[src/rtl/mt2015_q4_pipe.sv]
// rtl/mt2015_q4_pipe.sv - two-stage per-lane logic pipeline with valid/ready handshakes and saturating ones counter
//
// Parameters:
//   WIDTH     number of independent bit lanes (1..64)
//   CNT_W     width of the ones counter (4..32)
// Ports:
//   clk       rising-edge clock
//   areset_n  asynchronous active-low reset
//   in_valid  upstream operand set valid
//   in_ready  block can accept an operand set this cycle
//   x, y      lane operands
//   mode      function select, captured with the operands
//   out_valid z holds a result (driven straight from the output register)
//   out_ready downstream accepts the result this cycle
//   z         lane results
//   cnt_clr   synchronous clear of ones_cnt (clear happens before this cycle's add)
//   ones_cnt  saturating count of 1 bits over all delivered results

module mt2015_q4_pipe #(
    parameter int WIDTH = 8,
    parameter int CNT_W = 16
) (
    input  logic             clk,
    input  logic             areset_n,
    input  logic             in_valid,
    output logic             in_ready,
    input  logic [WIDTH-1:0] x,
    input  logic [WIDTH-1:0] y,
    input  logic [1:0]       mode,
    output logic             out_valid,
    input  logic             out_ready,
    output logic [WIDTH-1:0] z,
    input  logic             cnt_clr,
    output logic [CNT_W-1:0] ones_cnt
);

    localparam int PC_W  = $clog2(WIDTH + 1);
    localparam int SUM_W = ((CNT_W > PC_W) ? CNT_W : PC_W) + 1;
    localparam logic [SUM_W-1:0] CNT_MAX = SUM_W'((64'd1 << CNT_W) - 64'd1);

    // Stage 1: captured operands
    logic             s1_valid;
    logic [WIDTH-1:0] s1_x;
    logic [WIDTH-1:0] s1_y;
    logic [1:0]       s1_mode;

    // Stage 2 is the output register itself (out_valid / z)
    logic             in_hs;
    logic             out_hs;
    logic             s1_adv;

    logic [WIDTH-1:0] lane_a;
    logic [WIDTH-1:0] lane_b;
    logic [WIDTH-1:0] z_next;

    logic [PC_W-1:0]  pc_z;
    logic [CNT_W-1:0] cnt_base;
    logic [SUM_W-1:0] cnt_sum;
    logic [CNT_W-1:0] cnt_next;

    assign out_hs   = out_valid & out_ready;
    // S1 moves into S2 when S2 is empty or is being drained this same cycle
    assign s1_adv   = s1_valid & (~out_valid | out_ready);
    // Room exists if either stage is empty, or the whole pipe shifts this cycle
    assign in_ready = ~s1_valid | ~out_valid | out_ready;
    assign in_hs    = in_valid & in_ready;

    always_comb begin
        lane_a = (s1_x ^ s1_y) & s1_x;
        lane_b = ~(s1_x ^ s1_y);
        z_next = '0;
        case (s1_mode)
            2'd0:    z_next = (lane_a | lane_b) ^ (lane_a & lane_b);
            2'd1:    z_next = lane_a;
            2'd2:    z_next = lane_b;
            default: z_next = s1_x ^ s1_y;
        endcase
    end

    always_comb begin
        pc_z = '0;
        for (int i = 0; i < WIDTH; i++) begin
            pc_z = pc_z + PC_W'(z[i]);
        end
    end

    // Clear is applied first so a clear on a delivering beat loads that beat's popcount
    always_comb begin
        cnt_base = cnt_clr ? '0 : ones_cnt;
        cnt_sum  = SUM_W'(cnt_base) + SUM_W'(pc_z);
        cnt_next = cnt_base;
        if (out_hs) begin
            cnt_next = (cnt_sum > CNT_MAX) ? CNT_MAX[CNT_W-1:0] : cnt_sum[CNT_W-1:0];
        end
    end

    always_ff @(posedge clk or negedge areset_n) begin
        if (!areset_n) begin
            s1_valid <= 1'b0;
            s1_x     <= '0;
            s1_y     <= '0;
            s1_mode  <= '0;
        end else begin
            if (in_hs) begin
                s1_valid <= 1'b1;
                s1_x     <= x;
                s1_y     <= y;
                s1_mode  <= mode;
            end else if (s1_adv) begin
                s1_valid <= 1'b0;
            end
        end
    end

    always_ff @(posedge clk or negedge areset_n) begin
        if (!areset_n) begin
            out_valid <= 1'b0;
            z         <= '0;
        end else begin
            if (s1_adv) begin
                out_valid <= 1'b1;
                z         <= z_next;
            end else if (out_hs) begin
                out_valid <= 1'b0;
            end
        end
    end

    always_ff @(posedge clk or negedge areset_n) begin
        if (!areset_n) begin
            ones_cnt <= '0;
        end else begin
            ones_cnt <= cnt_next;
        end
    end

endmodule

[config.mk]
export PLATFORM = sky130hd
export DESIGN_NAME = mt2015_q4_pipe
export DESIGN_NICKNAME = d
export VERILOG_FILES = /design/src/rtl/mt2015_q4_pipe.sv
export SDC_FILE = /design/constraint.sdc
export NUM_CORES = 1
export LEC_CHECK = 0
export CELL_PAD_IN_SITES_DETAIL_PLACEMENT = 2
export CELL_PAD_IN_SITES_GLOBAL_PLACEMENT = 2
export CORE_ASPECT_RATIO = 0.75
export CORE_MARGIN = 2
export CORE_UTILIZATION = 35
export DETAILED_ROUTE_END_ITERATION = 7
export HOLD_SLACK_MARGIN = 0.15
export PLACE_DENSITY_LB_ADDON = 0.1
export SETUP_SLACK_MARGIN = 0.1
export SLEW_MARGIN = 15
export SYNTH_ARGS = -nofsm -noshare
export SYNTH_HDL_FRONTEND = slang
export SYNTH_SLANG_ARGS = --single-unit
[constraint.sdc]
create_clock -name clk -period 6.1 [get_ports clk]
set_input_delay 1.83 -clock clk [delete_from_list [all_inputs] [get_ports clk]]
set_output_delay 1.83 -clock clk [all_outputs]
set_load 0.01 [all_outputs]
==> out/qor.txt, run 1 <==
status - complete, no violations
slew margin rel. - 0.595
final worst slack - 1.04 ns
Syn Nets - 316
# rows - 27
Worst Setup End Kind - flop
FILL cells - 827
yosys warns - 0
largest net degree at the start of global routing - 45
post-CTS setup buffers - 0
Critical Path Start Type - primary input
Chip Width - 105 um
cell taking the most area after synthesis - dfrtp_1
Final ANT Viol Nets - 0
Layout area overhead - 26.7%
Commonest cells post-synth - dfrtp_1, o21ai_0, nand2_1
Initial Util - 0.361
Final Util - 0.457
DRC violations left - 0
post-cts resize count - 0
critical path type - primary input to flop
ANT cells - 0
clock buffer depth - 2
Period minus WS final - 5.06 ns
clock root buffer - clkbuf_8
htree depth - 2
Core ar. - 7360 sq um
maximum vdd drop - 133 uV
chip height - 79.5 um
total number of vias - 2,077
required time worst endpoint - 6.31 ns
initial antenna violation count - 0
reg2reg setup slack - 2.17 ns
IO Count - 49
drt pass-1 iters - 3
routability congestion estimate - 0.781
RSZ-0062 raised after global routing - no
fin. max-slew vios - 0
Unique masters post-synth - 41
CTS tree - yes
share of layout cells above drive strength 1 - 0.121
P_leak - 1.57 nW
crit-path max FO - 13
post-synthesis register bit count - 44
Fin. Hold Viols - 0
clock skew - 0.00324 ns
EDFF count, synth - 0
asr flop ratio synth - 1.00
IO Port Bufs - 48
HPWL after DPL - 5290 um
setup TNS - 0 ns
crit path capture - ones_cnt[0]
Setup Slack @ Placement - 0.769 ns
final wirelength - 7070 um
Reg clk slew, reported paths - 0.09 ns
CTS Hold Bufs - 0
clock latency on the worst-skew pair - 0.30 ns
post-synthesis sequential area ratio - 0.414
gr ovfl total - 0
Tot GR Track Use - 0.183
worst path arrival time - 5.27 ns
Worst R2R Path Depth - 11
routed len/inst - 17.0 um
Detailed Route Iter0 Violations - 34
worst r2r dst - ones_cnt[0]
Cell Area, Synth - 2660 sq um
HP Class - flop to flop
area share of the largest cell type after synthesis - 0.414
reg-to-reg critical path startpoint - z[0]
cell with the most instances after synthesis - dfrtp_1
synthesized area per cell - 10.0 sq um
final worst path period share - 0.829
Max-cap violations - 0
post-DR vias/cell - 4.99
total CTS buffers - 5
fin nets - 364
die area - 8320 sq um
most common flop cell mapped by yosys - dfrtp_1
Synth area leaders - dfrtp_1, ha_1, mux2_2
WHS - 0.510 ns
fmax - 0.198 GHz
Critical path origin - cnt_clr
first-pass GRT wire length - 11,800 um
final-report setup violation count - 0
clock sink total - 44
worst-margin pin slew - 0.606 ns
Pwr per Cell Area - 332 nW/um^2
Mapped Cells - 266
vias in the first global route - 2,214
==> sequential cells by signal, summed over array words and instances (netlist names) <==
register / count
s1_valid: 1
ones_cnt: 16
s1_y: 8
out_valid: 1
s1_mode: 2
z: 8
s1_x: 8
==> worst max-delay path: stages <==
cell             delay (ns)
clkdlybuf4s50_1        0.44
nand2b_1               0.19
fa_1                   0.51
fa_1                   0.44
fa_1                   0.43
inv_1                  0.10
fa_1                   0.22
a211oi_2               0.09
nor2_2                 0.22
nand3_1                0.49
o211ai_1               0.30
==> routing by layer <==
metal  global-route usage  wire length [um]  up-vias
met2                0.299              3260       28
met4               0.0360                40        0
met5                    0                 0        -
li1                     -                 -      987
met3               0.0318               193        4
met1                0.257              3580     1058
==> worst min path at each step <==
stage,startpoint,endpoint,cells past startpoint
after floorplan,s1_valid,out_valid,1
after global placement,s1_valid,out_valid,1
after detailed placement,s1_valid,out_valid,1
after CTS,s1_valid,out_valid,1
after global routing,s1_valid,out_valid,1
final,s1_valid,out_valid,1
==> cell usage in the layout (no fill, tap or decap), drive strengths merged, types with 5 or more instances in the layout <==
master	Yosys	layout
nor2b	7	7
nor2	5	5
nand3	5	5
a21oi	5	5
fa	5	5
ha	22	22
xor2	6	6
inv	28	28
o21ai	38	38
mux2	18	18
nand2	33	33
nand2b	8	8
clkdlybuf4s50	0	47
clkbuf	6	7
dfrtp	44	44
==> metrics by stage <==
stage,std cells,cell area (sq um),power (mW)
3_5_place_dp,407,3220,0.862
6_report,416,3370,1.12
3_3_place_gp,407,3220,0.826
2_1_floorplan,266,2660,0.675
5_1_grt,416,3370,1.21
4_1_cts,415,3350,1.13
==> area by class of cell <==
class | instances | area (sq um) | share of cell area
Clock buffer | 7 | 96.3 | 0.0286
Multi-Input combinational cell | 185 | 1410 | 0.418
Timing Repair Buffer | 50 | 503 | 0.149
Inverter | 28 | 105 | 0.0312
Tap cell | 101 | 126 | 0.0375
Sequential cell | 44 | 1100 | 0.327
Clock inverter | 1 | 30.0 | 0.00892
==> power by group <==
group	switching (mW)	leakage, nW	internal, mW	total [mW]
registers	0.0494	0.547	0.338	0.387
logic	0.247	0.961	0.230	0.477
clock network	0.109	0.0645	0.145	0.254
total	0.405	1.57	0.713	1.12
==> logic make-up (layout without fill, tap and decap cells) <==
family                   count (synthesis)  count (layout)  share of synthesized area
XOR/XNOR                                10              10                     0.0329
AO/OA/AOI/OAI                           54              54                      0.118
flip-flops                              44              44                      0.414
multiplexers                            19              19                     0.0800
AND/OR/NAND/NOR                         75              75                      0.157
buffers and inverters                   37              86                     0.0569
adder cells (fa/ha/maj)                 27              27                      0.141
Power figures use the tool's default switching activity.
==> run 2, diff against run 1 <==
- CORE_UTILIZATION: 35 -> 30
- clock period: 6.1 -> 4.2 ns (I/O delays scaled with it)
==> run 2 against run 1 <==
  * Final area up 2.5%
  * Wire length is 1.5% higher
  * Register-to-register slack worse by 1.7 ns
  * Final cell count increased by 3.4%
  * Worst hold slack got worse by 0.024 ns
  * Core utilization decreased by 5.2 points
  * Sequential power rose by 45%
  * Power is 52% higher
  * Non-clock buffer count rose by 7
  * Largest power group unchanged
  * Highest routed layer unchanged
==> out/qor.txt, run 2 (synthesized netlist as in run 1, its figures left out) <==
Detailed Route Iter0 Violations - 64 (+88%)
largest net degree at the start of global routing - 45 (unchanged)
Tot GR Track Use - 0.162 (-0.0209)
cell family with most CP delay - adder cells
setup TNS - 0 ns (unchanged)
initial antenna violation count - 0 (unchanged)
clock buffer depth - 2 (unchanged)
final wirelength - 7180 um (+1.5%)
clock sink total - 44 (unchanged)
# rows - 29 (+7.4%)
fin. max-slew vios - 0 (unchanged)
Final Util - 0.405 (-0.0524)
gr ovfl total - 0 (unchanged)
worst path arrival time - 4.14 ns (-1.13 ns)
Layout area overhead - 29.9%
HPWL after DPL - 5470 um (+3.4%)
multi-input logic area - 1420 sq um (+0.89%)
Final ANT Viol Nets - 0 (unchanged)
ANT cells - 0 (unchanged)
Combinational Power Share - 0.430 (+0.003)
Setup Slack @ Placement - -0.466 ns (-1.24 ns)
Clock power frac - 0.238 (+0.011)
most frequent cells in the layout - clkdlybuf4s50_1, dfrtp_1, o21ai_0, nand2_1, inv_1
maximum vdd drop - 259 uV (+95%)
final worst slack - 0.233 ns (-0.810 ns)
clock latency on the worst-skew pair - 0.29 ns (about the same)
P_leak - 1.62 nW (+3.0%)
Max-cap violations - 0 (unchanged)
Tot Pwr - 1.69 mW (+52%)
commonest non-fill, non-tap cell in the layout - clkdlybuf4s50_1
IO Port Bufs - 48 (unchanged)
crit path buf inv count - 3 (+1)
clock root buffer - clkbuf_16
share of layout cells above drive strength 1 - 0.152 (+0.0315)
FILL cells - 911 (+10%)
Core ar. - 8530 sq um (+16%)
crit-path max FO - 3 (-10)
IO Count - 49 (unchanged)
Reg clk slew, reported paths - 0.07 ns (-0.02 ns)
drt pass-1 iters - 4 (+1)
total number of vias - 2,090 (+0.63%)
Register Area - 1100 sq um (unchanged)
fin nets - 371 (+1.9%)
critical-path cell list - clkbuf_2, nand2b_4, fa_1, fa_1, fa_2, inv_1, fa_2, a211oi_2, nor2_2, buf_6, and3_1, xnor2_1, o21ai_1
die area - 9640 sq um (+16%)
Largest register FFs - 16 (unchanged)
htree depth - 2 (unchanged)
Critical Path Start Type - primary input
routability congestion estimate - 0.851 (+9.0%)
CTS tree - yes
Pwr per Cell Area - 491 nW/um^2 (+48%)
Chip Width - 113 um (+7.7%)
total CTS buffers - 5 (unchanged)
required time worst endpoint - 4.38 ns (-1.93 ns)
Sw Ratio - 0.349 (-0.0134)
Period minus WS final - 3.97 ns
post-DR vias/cell - 4.86 (-2.7%)
chip height - 85.5 um (+7.6%)
Worst R2R Path Depth - 13 (+2)
net switching power - 0.592 mW (+46%)
fmax - 0.252 GHz
Critical-path top delay cell - fa_1
RSZ-0062 raised after global routing - no
worst-margin pin slew - 0.611 ns (+0.00464 ns)
first-pass GRT wire length - 12,000 um (+1.6%)
Fin. Hold Viols - 0 (unchanged)
slew margin rel. - 0.593 (-0.00196)
final worst path period share - 0.944
status - complete, no violations
Initial Util - 0.312 (-0.0492)
DRC violations left - 0 (unchanged)
slowest stage delay, CP - 0.56 ns (+0.05 ns)
Worst Setup End Kind - flop
CTS Hold Bufs - 0 (unchanged)
final-report setup violation count - 0 (unchanged)
clock skew - 0.00708 ns (+0.00384 ns)
Int Pwr - 1.10 mW (+55%)
vias in the first global route - 2,298 (+3.8%)
routed len/inst - 16.7 um (-1.8%)
share of power burned in registers - 0.332 (-0.014)
critical path type - primary input to flop
Cells on Worst Hold Path - 1 (unchanged)
CP Depth - 13 (+2)
Top reg by flops - ones_cnt
HP Class - flop to flop
[run 2: cell types whose count changed in the layout (fill, tap and decap cells not counted), sizes merged]
cell	change
buf	+7
bufinv	-1
clkdlybuf4s50	-1
clkinv	+2
[run 2: final timing paths]
check,to,slack (ns),startpoint
min reg2reg,out_valid,0.49,s1_valid
max,ones_cnt[6],0.23,cnt_clr
min,out_valid,0.49,s1_valid
min in group asynchronous,ones_cnt[15],0.97,areset_n
max reg2reg,ones_cnt[6],0.46,z[0]
max in group asynchronous,s1_y[3],2.80,areset_n
[run 2: worst reg2reg max path, delay by kind of cell, from the launching register on]
kind,cells,cell delay [ns]
buffers and inverters,3,0.24
AOI/OAI and AO/OA,2,0.36
xor gates and xnor gates,1,0.15
DFF,1,0.43
and+or+nand+nor,2,0.27
adders and majority gates,5,2.16
[run 2: final cells by class]
cell class              count  area share
multi-input cells         185       0.411
flip-flops and latches     44       0.319
repair buffers             57       0.158
clock buffers               6      0.0402
well taps                 108      0.0391
inverters                  28      0.0304
clock inverters             2     0.00290
[run 2: per-layer routing]
metal  share of wire  routed length [um]  GRT usage  up-vias
met5               0                   0          0        -
met4          0.0097                  70     0.0399        0
met3           0.029                 209     0.0332        7
met2            0.44                3160      0.244       26
met1            0.52                3740      0.239     1052
li1                -                   -          -     1005
[run 2: repair_timing]
action / CTS / global route
setup buffers: 3 / 2
endpoints found under the setup margin: 16 / 12
pin swaps: 2 / 7
gates resized for setup: 2 / 5
endpoints found under the hold margin: 0 / 0
[run 2: through the flow]
stage          cells  instance area [sq um]  hold WS, ns
6_report         430                   3450        0.487
5_1_grt          430                   3450        0.517
4_1_cts          428                   3430        0.495
3_5_place_dp     417                   3250        0.485
3_3_place_gp     417                   3250        0.479
2_1_floorplan    266                   2660        0.457
[run 2: power groups by stage]
stage / Combinational (mW) / Sequential [mW] / Clock (mW)
after global routing: 0.841 / 0.578 / 0.434
after floorplan: 0.421 / 0.559 / 0
after global placement: 0.642 / 0.568 / 0
final: 0.728 / 0.563 / 0.403
after detailed placement: 0.685 / 0.573 / 0
after CTS: 0.696 / 0.567 / 0.425
==> run 3, diff against run 2 <==
- RECOVER_POWER: default -> 50
==> run 3 against run 2 <==
  * First-iteration DRC count did not move
  * The run now ends with max-capacitance violations, max-slew violations left
  * Worst hold slack did not move
  * Via count barely moved
  * Clock power barely moved
  * Final cell count did not move
  * Largest cell class unchanged
  * Core utilization barely moved
  * Sequential share of layout area barely moved
==> out/qor.txt, run 3 (synthesized netlist as in run 1, its figures left out) <==
WHS - 0.487 ns (unchanged)
initial antenna violation count - 0 (unchanged)
met2 wire len - 3160 um (about the same)
Fin. Hold Viols - 0 (unchanged)
Detailed Route Iter0 Violations - 64 (unchanged)
most frequent cells in the layout - dfrtp_1, clkdlybuf4s50_1, o21ai_0, nand2_1, inv_1
Tot GR Track Use - 0.162 (unchanged)
worst path arrival time - 4.14 ns (about the same)
final-report setup violation count - 0 (unchanged)
required time worst endpoint - 4.38 ns (about the same)
Initial Util - 0.312 (unchanged)
fin. max-slew vios - 45 (+45)
htree depth - 2 (unchanged)
cell area after layout - 3450 sq um (-0.11%)
Chip Width - 113 um (unchanged)
# rows - 29 (unchanged)
Int Pwr - 1.10 mW (-0.71%)
cell family with most CP delay - adder cells
top routing layer used - met4
Critical Path Start Type - primary input
crit path buf inv count - 3 (unchanged)
total CTS buffers - 5 (unchanged)
critical-path cell list - clkbuf_2, nand2b_4, fa_1, fa_1, fa_2, inv_1, fa_2, a211oi_2, nor2_2, buf_6, and3_1, xnor2_1, o21ai_1
worst-margin pin slew - 2.56 ns (+1.95 ns)
status - finished with violations
IO Count - 49 (unchanged)
Max-cap violations - 1 (+1)
Largest register FFs - 16 (unchanged)
RSZ-0062 raised after global routing - no
slew margin rel. - -0.705 (-1.30)
Tot Pwr - 1.69 mW (-0.52%)
total number of vias - 2,091 (+0.048%)
Period minus WS final - 3.97 ns (-0.0000400 ns)
P_leak - 1.63 nW (+0.53%)
post-DR vias/cell - 4.86 (about the same)
gr ovfl total - 0 (unchanged)
DRC violations left - 0 (unchanged)
Reg clk slew, reported paths - 0.07 ns (about the same)
Core ar. - 8530 sq um (unchanged)
Pwr per Cell Area - 489 nW/um^2 (-0.41%)
chip height - 85.5 um (unchanged)
share of layout cells above drive strength 1 - 0.149 (-0.00311)
Combinational Power Share - 0.427 (-0.003)
Top reg by flops - ones_cnt
die area - 9640 sq um (unchanged)
vias in the first global route - 2,298 (unchanged)
Final ANT Viol Nets - 0 (unchanged)
M1 wire length - 3740 um (about the same)
routed len/inst - 16.7 um (about the same)
Final Util - 0.405 (-0.000440)
Sw Ratio - 0.350 (+0.00130)
ANT cells - 0 (unchanged)
final worst path period share - 0.944 (about the same)
final wirelength - 7180 um (about the same)
crit-path max FO - 3 (unchanged)
HP Class - flop to flop
commonest non-fill, non-tap cell in the layout - dfrtp_1
CTS tree - yes
drt pass-1 iters - 4 (unchanged)
met3 wire length - 208 um (-0.48%)
fmax - 0.252 GHz (about the same)
Worst Setup End Kind - flop
CTS Hold Bufs - 0 (unchanged)
net switching power - 0.591 mW (-0.14%)
placement-stage cell area - 3250 sq um (unchanged)
slowest stage delay, CP - 0.56 ns (about the same)
Critical-path top delay cell - fa_1
HPWL after DPL - 5470 um (unchanged)
clock root buffer - clkbuf_16
critical path type - primary input to flop
clock sink total - 44 (unchanged)
clock skew - 0.00708 ns (+0.000000250 ns)
Layout area overhead - 29.7%
fin nets - 371 (unchanged)
Clock power frac - 0.239 (about the same)
first-pass GRT wire length - 12,000 um (unchanged)
routability congestion estimate - 0.851 (unchanged)
clock latency on the worst-skew pair - 0.29 ns (about the same)
clock buffer depth - 2 (unchanged)
violated checks - max-capacitance violations, max-slew violations
share of power burned in registers - 0.334 (+0.002)
largest net degree at the start of global routing - 45 (unchanged)
maximum vdd drop - 254 uV (-2.3%)
IO Port Bufs - 48 (unchanged)
FILL cells - 910 (-0.11%)
==> run 3: cell types whose count changed in the layout (fill, tap and decap cells not counted) <==
cell / previous run / this run
buf_4: 9 / 8
clkbuf_1: 0 / 1
clkdlybuf4s50_1: 46 / 38
dlygate4sd3_1: 0 / 8
==> run 3: path summary, 6_finish.rpt <==
path | startpoint | end | slack (ns) | cells past startpoint
worst min-delay path | s1_valid | out_valid | 0.49 | 1
worst min register to register | s1_valid | out_valid | 0.49 | 1
worst max register to register | z[0] | ones_cnt[6] | 0.46 | 13
max in group asynchronous | areset_n | s1_y[3] | 0.98 | 1
worst max-delay path | cnt_clr | ones_cnt[6] | 0.23 | 13
min in group asynchronous | areset_n | ones_cnt[15] | 1.76 | 1
==> run 3: stage by stage <==
step                setup TNS (ns)  instances  setup WS, ns
floorplan                        0        266         0.346
global placement             -3.42        417        -0.296
detailed placement           -5.30        417        -0.466
CTS                              0        428         0.154
global route                     0        430        0.0561
finish                           0        430         0.234
==> run 3: power groups by stage <==
stage	clock network, mW	logic, mW	registers [mW]
5_1_grt	0.434	0.833	0.577
3_3_place_gp	0	0.642	0.568
4_1_cts	0.425	0.696	0.567
3_5_place_dp	0	0.685	0.573
6_report	0.403	0.720	0.563
2_1_floorplan	0	0.421	0.559
==> run 3: what timing repair did <==
item | in CTS | in global routing
pin swaps | 2 | 7
setup endpoints to repair | 16 | 12
resized for setup | 2 | 5
buffers inserted | 3 | 2
==> run 3: per-layer routing <==
| layer | GRT usage | vias to the layer above |
|---|---|---|
| met3 | 0.0332 | 7 |
| met5 | 0 | - |
| met1 | 0.239 | 1052 |
| met4 | 0.0399 | 0 |
| li1 | - | 1006 |
| met2 | 0.244 | 26 |
==> run 3: cell type report <==
type                       count  area, sq um  area share
multi-input combinational    185         1420       0.411
sequential                    44         1100       0.319
timing repair buffer          57          541       0.157
tap                          108          135      0.0392
inverter                      28          105      0.0305
clock buffer                   6          139      0.0403
clock inverter                 2         10.0     0.00290
